[config.mk]
export PLATFORM = sky130hd
export DESIGN_NAME = unisim_sram_b_rd_stream
export DESIGN_NICKNAME = d
export VERILOG_FILES = /design/src/rtl/unisim_sram_b_rd_stream.sv
export SDC_FILE = /design/constraint.sdc
export NUM_CORES = 1
export LEC_CHECK = 0
export ABC_AREA = 0
export CORE_MARGIN = 1
export CORE_UTILIZATION = 39
export DETAILED_ROUTE_END_ITERATION = 10
export GPL_ROUTABILITY_DRIVEN = 0
export GPL_TIMING_DRIVEN = 0
export MAX_ROUTING_LAYER = met4
export PLACE_DENSITY = 0.74
export SLEW_MARGIN = 20
export SYNTH_ARGS = -nofsm -noshare
export SYNTH_HDL_FRONTEND = slang
export SYNTH_SLANG_ARGS = --single-unit
[constraint.sdc]
create_clock -name CLK -period 2.92 [get_ports CLK]
set_input_delay 0.438 -clock CLK [delete_from_list [all_inputs] [get_ports CLK]]
set_output_delay 0.438 -clock CLK [all_outputs]
set_load 0.01 [all_outputs]
[src/rtl/unisim_sram_b_rd_stream.sv]
// Streaming read front-end for the 1w:1r sram_b wrappers: valid/ready requests become
// CE1/A1 strobes, and Q1 is captured into a credit-protected response buffer.
module unisim_sram_b_rd_stream #(
  parameter int unsigned ABITS = 15,
  parameter int unsigned DBITS = 8,
  parameter int unsigned DEPTH = 3
) (
  input  logic             CLK,
  input  logic             RST,
  input  logic             req_valid,
  output logic             req_ready,
  input  logic [ABITS-1:0] req_addr,
  output logic             rsp_valid,
  input  logic             rsp_ready,
  output logic [DBITS-1:0] rsp_data,
  output logic             idle,
  output logic             CE1,
  output logic [ABITS-1:0] A1,
  input  logic [DBITS-1:0] Q1
);

  localparam int unsigned CW = $clog2(DEPTH + 1);
  localparam int unsigned PW = $clog2(DEPTH);
  localparam logic [CW:0]   DEPTH_EXT = (CW + 1)'(DEPTH);
  localparam logic [CW-1:0] DEPTH_CNT = CW'(DEPTH);
  localparam logic [PW-1:0] LAST_PTR  = PW'(DEPTH - 1);

  logic             inflight;
  logic [CW-1:0]    cnt;
  logic [PW-1:0]    wr_ptr;
  logic [PW-1:0]    rd_ptr;
  logic [DBITS-1:0] mem [DEPTH];
  logic [CW:0]      credits_used;
  logic             push;
  logic             pop;

  function automatic logic [PW-1:0] next_ptr(input logic [PW-1:0] p);
    return (p == LAST_PTR) ? '0 : p + PW'(1);
  endfunction

  // The in-flight read already owns a slot, so credits depend only on registered state.
  always_comb begin
    credits_used = {1'b0, cnt} + {{CW{1'b0}}, inflight};
    req_ready    = !RST && (credits_used < DEPTH_EXT);
    CE1          = req_valid && req_ready;
    A1           = req_addr;
    rsp_valid    = (cnt != '0);
    rsp_data     = mem[rd_ptr];
    idle         = (cnt == '0) && !inflight;
    push         = inflight;
    pop          = rsp_valid && rsp_ready;
  end

  always_ff @(posedge CLK) begin
    if (RST) begin
      inflight <= 1'b0;
      cnt      <= '0;
      wr_ptr   <= '0;
      rd_ptr   <= '0;
    end else begin
      inflight <= CE1;
      if (push) wr_ptr <= next_ptr(wr_ptr);
      if (pop)  rd_ptr <= next_ptr(rd_ptr);
      case ({push, pop})
        2'b10:   cnt <= cnt + CW'(1);
        2'b01:   cnt <= cnt - CW'(1);
        default: cnt <= cnt;
      endcase
    end
  end

  // Read in flight during reset is dropped rather than written.
  always_ff @(posedge CLK) begin
    if (!RST && push) mem[wr_ptr] <= Q1;
  end

  a_no_push_at_full: assert property (@(posedge CLK) disable iff (RST)
    !(push && (cnt == DEPTH_CNT)));

endmodule

==> Word-level counts from Yosys, hierarchy flattened <==
Memory sizes are Yosys's and may differ from the RTL's. A register that Yosys moved wholly into a read port is not among the register bits.
Index checks and enable logic that the tools add are counted.
{ "word_totals": {"regBits": 7, "mem_bits_rw": 24, "output_inout_bits": 27, "in_bits": 27, "elab_cells": 32, "mem_count": 1} }
{ "mem_list": {"columns": ["name", "words", "word_bits", "rd", "rd_clocked_by_memory_dff", "wr", "line_no", "rtl"], "rows": [
  ["mem", 3, 8, 1, 1, 1, "32", "logic [DBITS-1:0] mem [DEPTH];"]
]} }
{ "classes": {"magnitude_cmp": 1, "n_mux": 7, "addsub": 5, "reduce_logical": 10, "n_eq_ne": 4} }
{ "op_table": {"columns": ["operator", "count"], "rows": [
  ["2-bit two-way mux", 4],
  ["2-bit by 1-bit adder with 2-bit output (second input constant)", 3],
  ["2-bit == test (second input constant)", 3],
  ["1-bit logical AND", 5],
  ["2-bit case mux with 2 select lines", 1],
  ["2-bit nonzero test", 2],
  ["2-bit by 1-bit adder with 3-bit output", 1],
  ["3-bit by 2-bit < comparator with 1-bit output (second input constant)", 1],
  ["2-bit by 1-bit == test with 1-bit output (second input constant)", 1],
  ["1-bit logical NOT", 2],
  ["2-bit logical NOT", 1],
  ["1-bit two-way mux", 2],
  ["2-bit by 1-bit subtractor with 2-bit output (second input constant)", 1]
]} }

==> Depth between registers and ports, before layout <==
Gate-level depths: netlist (run 1).
{ "logic_depth": {"word_depth": 4, "ltp_mapped": 6, "depth_no_buf": 6} }

==> Worst setup path before layout (run 1) <==
OpenSTA, ideal clock, no wires.
{ "synth_timing": {"path_type": "register to output", "start": "register inflight", "end": "output port CE1", "path_buffers": 0, "arrival_time_ps": 1431, "required_time_ps": 2482, "stages_incl_launch_ff": 5, "setup_slack_ps": 1051, "cell_sequence": "dfxtp_1 > ha_1 > ha_1 > a211oi_1 > and2_1"} }
{ "synth_via": {"elab_chain_len": 4} }
{ "synth_lines": {"columns": ["item", "line_no", "rtl"], "rows": [
  ["from (decl)", "28", "logic inflight;"],
  ["from (signal assigned)", "56", "inflight <= 1'b0;"],
  ["from (signal assigned)", "61", "inflight <= CE1;"],
  ["2-bit by 1-bit adder with 3-bit output", "43", "credits_used = {1'b0, cnt} + {{CW{1'b0}}, inflight};"],
  ["3-bit by 2-bit < comparator with 1-bit output", "44", "req_ready = !RST && (credits_used < DEPTH_EXT);"],
  ["1-bit logical AND", "44", null],
  ["via req_ready", "11", "output logic req_ready,"],
  ["1-bit logical AND", "45", "CE1 = req_valid && req_ready;"],
  ["to (decl)", "17", "output logic CE1,"]
]} }
The timed path passes the listed nets, and every way through them passes these cells.

==> Worst setup path in the final report (run 1) <==
{ "layout_timing": {"start": "register inflight", "end": "output port CE1"} }
{ "layout_via": {"elab_chain_len": 4} }
{ "layout_lines": {"columns": ["item", "line_no"], "rows": [
  ["2-bit by 1-bit adder with 3-bit output", "43"],
  ["3-bit by 2-bit < comparator with 1-bit output", "44"],
  ["1-bit logical AND", "44"],
  ["1-bit logical AND", "45"]
]} }
Every way passes these cells.

==> results of run 1 <==
==> cells in the final DEF (no fill, tap or decap), types with 2 or more instances in the layout <==
master	n
clkdlybuf4s50_1	37
edfxtp_1	24
buf_4	15
nand2_1	10
o21ai_0	9
dfxtp_1	9
mux2i_1	8
a21oi_1	5
clkbuf_4	5
nor2_1	4
clkbuf_1	3
ha_1	3
inv_1	2
and2_1	2
nor3b_2	2
or3_1	2
==> worst max-delay path, stage by stage, from the launching register on <==
cell and delay, ns:
dfxtp_1 0.36, ha_1 0.22, ha_1 0.27, a211oi_1 0.29
and2_1 0.17, clkdlybuf4s50_1 0.53
==> kinds of logic (layout without fill, tap and decap cells) <==
group	Yosys count	after routing	share of synthesized area [%]
AO/OA/AOI/OAI	16	16	5.96
XOR/XNOR	2	2	1.26
adder cells (fa/ha/maj)	3	3	2.71
buffers and inverters	20	64	9.57
flip-flops	33	33	65.0
multiplexers	8	8	5.78
AND/OR/NAND/NOR	26	26	9.75
==> worst paths after layout <==
kind / slack, ns / endpoint / from
worst max-delay path: 0.32 / CE1 / inflight$_SDFF_PP0_
worst min-delay path: 0.43 / cnt[0]$_SDFFE_PP0P_ / RST
worst max register to register: 1.32 / cnt[1]$_SDFFE_PP0P_ / cnt[0]$_SDFFE_PP0P_
worst min register to register: 0.49 / register / rd_ptr[0]$_SDFFE_PP0N_
==> state kept, by name, summed over array words and instances, names as in the netlist, named ones only <==
| name | flops |
|---|---|
| inflight | 1 |
| wr_ptr | 2 |
| rd_ptr | 2 |
| mem | 24 |
| cnt | 2 |
==> per-stage QoR <==
step / util, % / hold WS, ns / cells / instance area (µm²)
3_3_place_gp: 53.9 / 0.465 / 191 / 1810
4_1_cts: 55.7 / 0.434 / 198 / 1870
3_5_place_dp: 54.4 / 0.480 / 191 / 1830
2_1_floorplan: - / 0.454 / 108 / 1390
5_1_grt: 55.7 / 0.462 / 198 / 1870
6_report: 55.7 / 0.434 / 198 / 1870
==> layout make-up <==
class / instances / area, µm² / share of cell area (%)
inverters: 2 / 7.51 / 0.401
multi-input cells: 55 / 368 / 19.6
flip-flops and latches: 33 / 901 / 48.1
repair buffers: 37 / 370 / 19.8
well taps: 46 / 57.6 / 3.07
clock buffers: 6 / 41.3 / 2.20
clock inverters: 1 / 3.75 / 0.200
plain buffers: 18 / 125 / 6.68
==> metal layers <==
layer,routed length [µm],GRT usage [%]
met5,0,-
met4,29,8.57
met3,218,4.62
met2,1440,28.4
met1,1070,15.5
==> power breakdown <==
part / internal [mW] / switching [mW] / leakage (nW)
Clock: 0.0872 / 0.142 / 0.0258
Combinational: 0.201 / 0.154 / 0.353
Sequential: 0.536 / 0.0289 / 0.291
==> results.py, run 1 <==
metrics = {
    "logic_synthesis": {
        "synthFlopType": "edfxtp_1",
        "ys_warn_count": 0,
        "synth-async-reset-ratio_pct": 0,
        "seq_area_frac_synth_pct": 65.0,
        "synth_edf_count": 24,
        "yosysTopAreaCell": "edfxtp_1",
        "syn_inst": 108,
        "netlist_top_cells_area": "edfxtp_1 (52%), dfxtp_1 (13%), buf_4 (8.1%)",
        "syn_area_per_cell_um2": 12.8,
        "synth_most_common_cell": "edfxtp_1",
        "syn_nets": 138,
        "synth_common_cells": "edfxtp_1 (24), buf_4 (15), nand2_1 (10)",
        "synth_cell_types": 24,
        "synth_area_mm2": 0.00139,
        "yosys.area.top_type_share_pct": 52.0,
        "ys_ff_latch": 33,
    },
    "timing": {
        "tns_ns": 0,
        "rsz0062_at_grt": "false",
        "maxSlewViolCount": 0,
        "finClkSkew_ns": 0.00851,
        "final.min_clock_period_ns": 2.60,
        "finalHoldViolCount": 0,
        "max_slew_margin_pct": 52.8,
        "period_share_pct": 89.1,
        "fmaxAchievable_ghz": 0.384,
        "setup_slack_ns": 0.317,
        "tightest_slew_ns": 0.704,
        "finalSetupViolCount": 0,
    },
    "grt": {
        "grtUsageTotal_pct": 16.0,
        "grt_first_pass_wirelength_um": 4000,
        "grt_max_degree": 11,
        "grt_overflow": 0,
        "first_global_vias": 900,
        "grt_antenna_before_repair": 0,
    },
    "die": {
        "fp.dieH_um": 61.6,
        "initial_core_util_pct": 41.2,
        "placement_rows": 21,
        "dieArea_mm2": 0.00380,
        "die_w_um": 61.6,
        "coreArea_mm2": 0.00336,
        "ios": 54,
    },
    "place": {
        "preCtsSetupSlack_ns": 0.666,
        "place_hpwl_um": 2000,
        "io_buffer_count": 37,
    },
    "power": {
        "power_mw": 1.15,
        "peakVddDrop_mv": 0.374,
        "power_density_mw_per_mm2": 613,
        "cellLeakagePower_nw": 0.669,
    },
    "route": {
        "drt_first_pass_iters": 4,
        "drc": 0,
        "drt-vias-per-instance": 4.69,
        "routedWlPerCell_um": 13.9,
        "ant_nets": 0,
        "wl_um": 2750,
        "drt-initial-drc-count": 20,
        "vias": 929,
    },
    "clock_tree": {
        "cts_max_level": 2,
        "cts_num_sinks": 33,
        "clk_latency_ns": 0.33,
        "path_clk_slew_ns": 0.09,
        "cts_buffers": 5,
        "ctsResizeCount": 0,
        "holdBufCountCts": 0,
        "cts_tree": "built",
        "post_cts_buffers": 0,
        "cts-root-buf": "clkbuf_4",
        "clock_path_buffers": 2,
    },
    "run_status": {
        "outcome": "completed",
    },
    "run": {
        "maxCapViolations": 0,
    },
    "final_layout": {
        "n_fill_cell": 304,
        "drive_gt1_share_pct": 16.4,
        "areaGrowthSynthToFinish_pct": 35.2,
        "antenna_cells": 0,
        "final_nets": 182,
    },
    "critical_path": {
        "critPathMaxFanout": 6,
        "start_kind": "register",
        "cp.arrival_ns": 2.16,
        "endpoint_kind": "output pin",
        "critPathRequiredTime_ns": 2.48,
        "rr_worst_depth": 5,
        "critPathKind": "register to output pin",
    },
    "min_path": {
        "holdPathStages": 2,
        "hp-class": "primary input to register",
    },
}
Power figures use the tool's default switching activity.
==> inputs of run 2 (changes only) <==
--- a/config.mk
+++ b/config.mk
@@ -6,13 +6,15 @@
 export NUM_CORES = 1
 export LEC_CHECK = 0
 export ABC_AREA = 0
+export CELL_PAD_IN_SITES_DETAIL_PLACEMENT = 1
+export CELL_PAD_IN_SITES_GLOBAL_PLACEMENT = 2
 export CORE_MARGIN = 1
-export CORE_UTILIZATION = 39
+export CORE_UTILIZATION = 29
 export DETAILED_ROUTE_END_ITERATION = 10
 export GPL_ROUTABILITY_DRIVEN = 0
 export GPL_TIMING_DRIVEN = 0
 export MAX_ROUTING_LAYER = met4
-export PLACE_DENSITY = 0.74
+export PLACE_DENSITY = 0.85
 export SLEW_MARGIN = 20
 export SYNTH_ARGS = -nofsm -noshare
 export SYNTH_HDL_FRONTEND = slang
==> results.py, run 2 (synthesized netlist as in run 1, its figures left out) <==
metrics = {
    "clock_tree": {
        "clk_latency_ns": 0.28,
        "cts_tree": "built",
        "ctsResizeCount": 0,
        "path_clk_slew_ns": 0.06,
        "cts-root-buf": "clkbuf_8",
        "cts_num_sinks": 33,
        "cts_buffers": 5,
        "holdBufCountCts": 0,
        "cts_max_level": 2,
        "post_cts_buffers": 0,
        "clock_path_buffers": 2,
    },
    "final_layout": {
        "fin_cells": 205,
        "final_nets": 182,
        "largest-register": "mem",
        "areaGrowthSynthToFinish_pct": 40.5,
        "fin_area_mm2": 0.00195,
        "final_common_cell": "clkdlybuf4s50_1",
        "n_fill_cell": 481,
        "largest_register_ffs": 24,
        "multi_input_area_um2": 368,
        "drive_gt1_share_pct": 17.6,
        "layout_common_cells": "clkdlybuf4s50_1 (37), edfxtp_1 (24), buf_4 (15)",
        "seqCellArea_um2": 901,
        "antenna_cells": 0,
    },
    "power": {
        "power_density_mw_per_mm2": 677,
        "clock_power_share_pct": 30.1,
        "p_seq_share_pct": 42.9,
        "netSwitchingFraction_pct": 25.6,
        "cellLeakagePower_nw": 0.700,
        "pwr-share-comb_pct": 27.0,
        "power.net_switching_mw": 0.337,
        "p_int_mw": 0.982,
        "peakVddDrop_mv": 0.323,
    },
    "route": {
        "wl_um": 2790,
        "drt_first_pass_iters": 7,
        "drc": 10,
        "ant_nets": 0,
        "drt-vias-per-instance": 4.66,
        "routedWlPerCell_um": 13.6,
        "vias": 956,
        "drt-initial-drc-count": 83,
    },
    "timing": {
        "finalSetupViolCount": 0,
        "finClkSkew_ns": 0.00526,
        "final.min_clock_period_ns": 2.59,
        "fmaxAchievable_ghz": 0.386,
        "tns_ns": 0,
        "period_share_pct": 88.7,
        "max_slew_margin_pct": 53.5,
        "rsz0062_at_grt": "false",
        "tightest_slew_ns": 0.694,
        "maxSlewViolCount": 0,
        "finalHoldViolCount": 0,
    },
    "place": {
        "place_area_mm2": 0.00184,
        "place_hpwl_um": 2110,
        "dp_cells": 197,
        "io_buffer_count": 37,
    },
    "critical_path": {
        "path_common_cell": "ha_1",
        "r2r_slack_ns": 1.31,
        "cp.arrival_ns": 2.15,
        "worstPathCellList": "ha_1 > ha_1 > a211oi_1 > and2_1 > clkdlybuf4s50_1",
        "r2r_end": "cnt[1]$_SDFFE_PP0P_",
        "slowest_stage": "clkdlybuf4s50_1",
        "reg2reg_from": "cnt[1]$_SDFFE_PP0P_",
        "cpPeakStageDelay_ns": 0.53,
        "critPathKind": "register to output pin",
        "start_kind": "register",
        "rr_worst_depth": 5,
        "path_delay_family": "buffers and inverters",
        "endpoint_kind": "output pin",
        "path_buf_inv": 1,
        "critPathRequiredTime_ns": 2.48,
        "critPathMaxFanout": 6,
    },
    "die": {
        "fp.dieH_um": 71.1,
        "coreArea_mm2": 0.00447,
        "dieArea_mm2": 0.00506,
        "placement_rows": 24,
        "die_w_um": 71.1,
        "ios": 54,
        "initial_core_util_pct": 31.0,
    },
    "min_path": {
        "min_from": "RST",
        "hp-class": "primary input to register",
        "holdPathStages": 2,
        "min_to": "wr_ptr[0]$_SDFFE_PP0P_",
    },
    "grt": {
        "grt_max_degree": 11,
        "grtUsageTotal_pct": 12.0,
        "grt_overflow": 0,
        "grt_first_pass_wirelength_um": 4220,
        "first_global_vias": 943,
        "grt_antenna_before_repair": 0,
    },
    "run": {
        "maxCapViolations": 0,
    },
    "run_status": {
        "outcome": "finished with violations",
        "failed_checks": "DRC",
    },
}
-- run 2: cell count changes in the layout (fill, tap and decap cells not counted), sizes merged --
cell / delta
clkinv: -1
clkbuf: +2
-- run 2: worst max path at each step --
stage | from | end | slack [ns] | depth (start not counted)
CTS | inflight$_SDFF_PP0_ | CE1 | 0.30 | 5
global route | inflight$_SDFF_PP0_ | CE1 | 0.24 | 5
detailed placement | inflight$_SDFF_PP0_ | CE1 | 0.64 | 5
finish | inflight$_SDFF_PP0_ | CE1 | 0.33 | 5
floorplan | inflight$_SDFF_PP0_ | CE1 | 1.05 | 4
global placement | RST | mem[1][5]$_DFFE_PP_ | 0.62 | 3
-- run 2: final cells by class --
class	instances	area share [%]
buffer	18	6.42
clock buffer	8	5.72
tap	52	3.34
inverter	2	0.385
multi-input combinational	55	18.9
sequential	33	46.2
timing repair buffer	37	19.0
-- run 2: power groups by stage --
stage / Sequential (mW) / Clock (mW) / Combinational, mW
6_report: 0.566 / 0.397 / 0.357
3_5_place_dp: 0.577 / 0 / 0.360
3_3_place_gp: 0.573 / 0 / 0.342
5_1_grt: 0.570 / 0.443 / 0.384
4_1_cts: 0.567 / 0.414 / 0.363
2_1_floorplan: 0.568 / 0 / 0.192
-- run 2: worst reg2reg max path: cells and delay by family (launching register included) --
family / cells / cell delay (ns)
AOI/OAI and AO/OA: 2 / 0.44
and+or+nand+nor: 1 / 0.36
DFF: 1 / 0.34
adders and majority gates: 1 / 0.32
buffers and inverters: 1 / 0.09
-- run 2: per-stage QoR --
stage	worst slack [ns]	power (mW)	hold WS [ns]	utilization (%)
after global placement	0.615	0.916	0.467	40.7
after detailed placement	0.638	0.937	0.489	41.1
after global routing	0.242	1.40	0.512	43.5
after floorplan	1.05	0.760	0.454	-
after CTS	0.302	1.34	0.474	43.5
final	0.330	1.32	0.483	43.5
-- run 2: metal layers --
layer,share of wire [%],GRT usage (%)
met1,37,10.2
met5,0,-
met2,53,21.7
met3,8.8,4.99
met4,1.9,6.67
==> inputs of run 3 (changes only) <==
--- a/config.mk
+++ b/config.mk
@@ -14,8 +14,9 @@
 export GPL_ROUTABILITY_DRIVEN = 0
 export GPL_TIMING_DRIVEN = 0
 export MAX_ROUTING_LAYER = met4
-export PLACE_DENSITY = 0.85
+export PLACE_DENSITY = 0.86
 export SLEW_MARGIN = 20
 export SYNTH_ARGS = -nofsm -noshare
 export SYNTH_HDL_FRONTEND = slang
 export SYNTH_SLANG_ARGS = --single-unit
+export TNS_END_PERCENT = 100
==> results.py, run 3 (synthesized netlist as in run 1, its figures left out) <==
metrics = {
    "power": {
        "power_density_mw_per_mm2": 652,
        "cellLeakagePower_nw": 0.688,
        "peakVddDrop_mv": 0.340,
        "power_mw": 1.25,
    },
    "timing": {
        "finalHoldViolCount": 0,
        "finClkSkew_ns": 0.00819,
        "final.min_clock_period_ns": 2.60,
        "fmaxAchievable_ghz": 0.385,
        "rsz0062_at_grt": "false",
        "max_slew_margin_pct": 52.0,
        "period_share_pct": 88.9,
        "tns_ns": 0,
        "tightest_slew_ns": 0.717,
        "finalSetupViolCount": 0,
        "maxSlewViolCount": 0,
    },
    "clock_tree": {
        "cts_buffers": 5,
        "cts-root-buf": "clkbuf_8",
        "path_clk_slew_ns": 0.06,
        "post_cts_buffers": 0,
        "clk_latency_ns": 0.28,
        "ctsResizeCount": 0,
        "cts_max_level": 2,
        "holdBufCountCts": 0,
        "cts_tree": "built",
        "cts_num_sinks": 33,
        "clock_path_buffers": 2,
    },
    "grt": {
        "grt_max_degree": 11,
        "first_global_vias": 1039,
        "grt_overflow": 0,
        "busiest_layer": "met2",
        "met3_usage_pct": 3.70,
        "grtUsageTotal_pct": 13.3,
        "grt_antenna_before_repair": 0,
        "use_met2_pct": 24.8,
        "grt_util_met1_pct": 12.2,
        "grt_first_pass_wirelength_um": 4750,
    },
    "min_path": {
        "hp-class": "primary input to register",
    },
    "route": {
        "drt-initial-drc-count": 85,
        "drt_first_pass_iters": 7,
        "drc": 9,
        "vias": 966,
        "routedWlPerCell_um": 14.7,
        "drt-vias-per-instance": 4.71,
        "wl_um": 3020,
        "ant_nets": 0,
    },
    "die": {
        "initial_core_util_pct": 31.0,
        "coreArea_mm2": 0.00447,
        "ios": 54,
        "die_w_um": 71.1,
        "fp.dieH_um": 71.1,
        "dieArea_mm2": 0.00506,
        "placement_rows": 24,
    },
    "critical_path": {
        "critPathKind": "register to output pin",
        "endpoint_kind": "output pin",
        "slowest_stage": "clkdlybuf4s50_1",
        "critPathRequiredTime_ns": 2.48,
        "critPathMaxFanout": 5,
        "worstPathCellList": "ha_1 > ha_1 > a211oi_1 > and2_1 > clkdlybuf4s50_1",
        "start_kind": "register",
        "cpPeakStageDelay_ns": 0.53,
        "cp.arrival_ns": 2.16,
        "path_common_cell": "ha_1",
    },
    "final_layout": {
        "final_common_cell": "clkdlybuf4s50_1",
        "multi_input_area_um2": 368,
        "antenna_cells": 0,
        "largest_register_ffs": 24,
        "layout_common_cells": "clkdlybuf4s50_1 (37), edfxtp_1 (24), buf_4 (15)",
        "areaGrowthSynthToFinish_pct": 38.4,
        "n_fill_cell": 484,
        "largest-register": "mem",
        "seqCellArea_um2": 901,
        "final_nets": 182,
        "drive_gt1_share_pct": 17.6,
    },
    "run_status": {
        "failed_checks": "DRC",
        "outcome": "finished with violations",
    },
    "place": {
        "io_buffer_count": 37,
        "place_hpwl_um": 2200,
    },
    "run": {
        "maxCapViolations": 0,
    },
}
[run 3: cell types whose count changed in the layout (fill, tap and decap cells not counted), sizes merged]
cell    before  now
clkbuf      10    8
clkinv       0    2
[run 3: metrics by stage]
stage               utilization [%]  setup slack, ns  hold slack (ns)  cells  cell area (µm²)
finish                         42.9            0.324            0.503    205             1920
floorplan                         -             1.05            0.454    108             1390
global placement               40.7            0.648            0.470    197             1820
CTS                            42.9            0.298            0.496    205             1920
detailed placement             41.1            0.602            0.487    197             1840
global route                   42.9            0.133            0.517    205             1920
[run 3: cell type report]
type                            instances  area share (%)
Multi-Input combinational cell         55            19.2
Timing Repair Buffer                   37            19.3
Sequential cell                        33            46.9
Tap cell                               52            3.39
Inverter                                2           0.391
Clock buffer                            6            3.78
Buffer                                 18            6.52
Clock inverter                          2           0.522
[run 3: metal layers]
metal / part of all wire (%) / vias up / wire length (µm)
li1: - / 455 / -
met1: 36 / 464 / 1100
met2: 55 / 44 / 1670
met3: 7.4 / 3 / 224
met4: 0.93 / 0 / 28
met5: 0 / - / 0
[run 3: path summary, 6_finish.rpt]
| check | startpoint | to | slack (ns) | cells past startpoint |
|---|---|---|---|---|
| worst min-delay path | RST | wr_ptr[1]$_SDFFE_PP0P_ | 0.50 | 2 |
| worst max register to register | cnt[0]$_SDFFE_PP0P_ | cnt[1]$_SDFFE_PP0P_ | 1.31 | 5 |
| worst min register to register | rd_ptr[0]$_SDFFE_PP0N_ | rd_ptr[0]$_SDFFE_PP0N_ | 0.50 | 2 |
| worst max-delay path | cnt[0]$_SDFFE_PP0P_ | CE1 | 0.32 | 5 |
[run 3: critical path: cells and delay by family (launching register included)]
family / cells / cell delay [ns]
AO/OA/AOI/OAI: 1 / 0.32
adder cells (fa/ha/maj): 2 / 0.42
buffers and inverters: 1 / 0.53
flip-flops: 1 / 0.43
AND/OR/NAND/NOR: 1 / 0.18
[run 3: report_power, final]
part           switching [mW]  total, mW  internal (mW)  leakage (nW)
clock network           0.161      0.325          0.165        0.0450
logic                   0.155      0.358          0.202         0.353
registers              0.0309      0.568          0.537         0.291
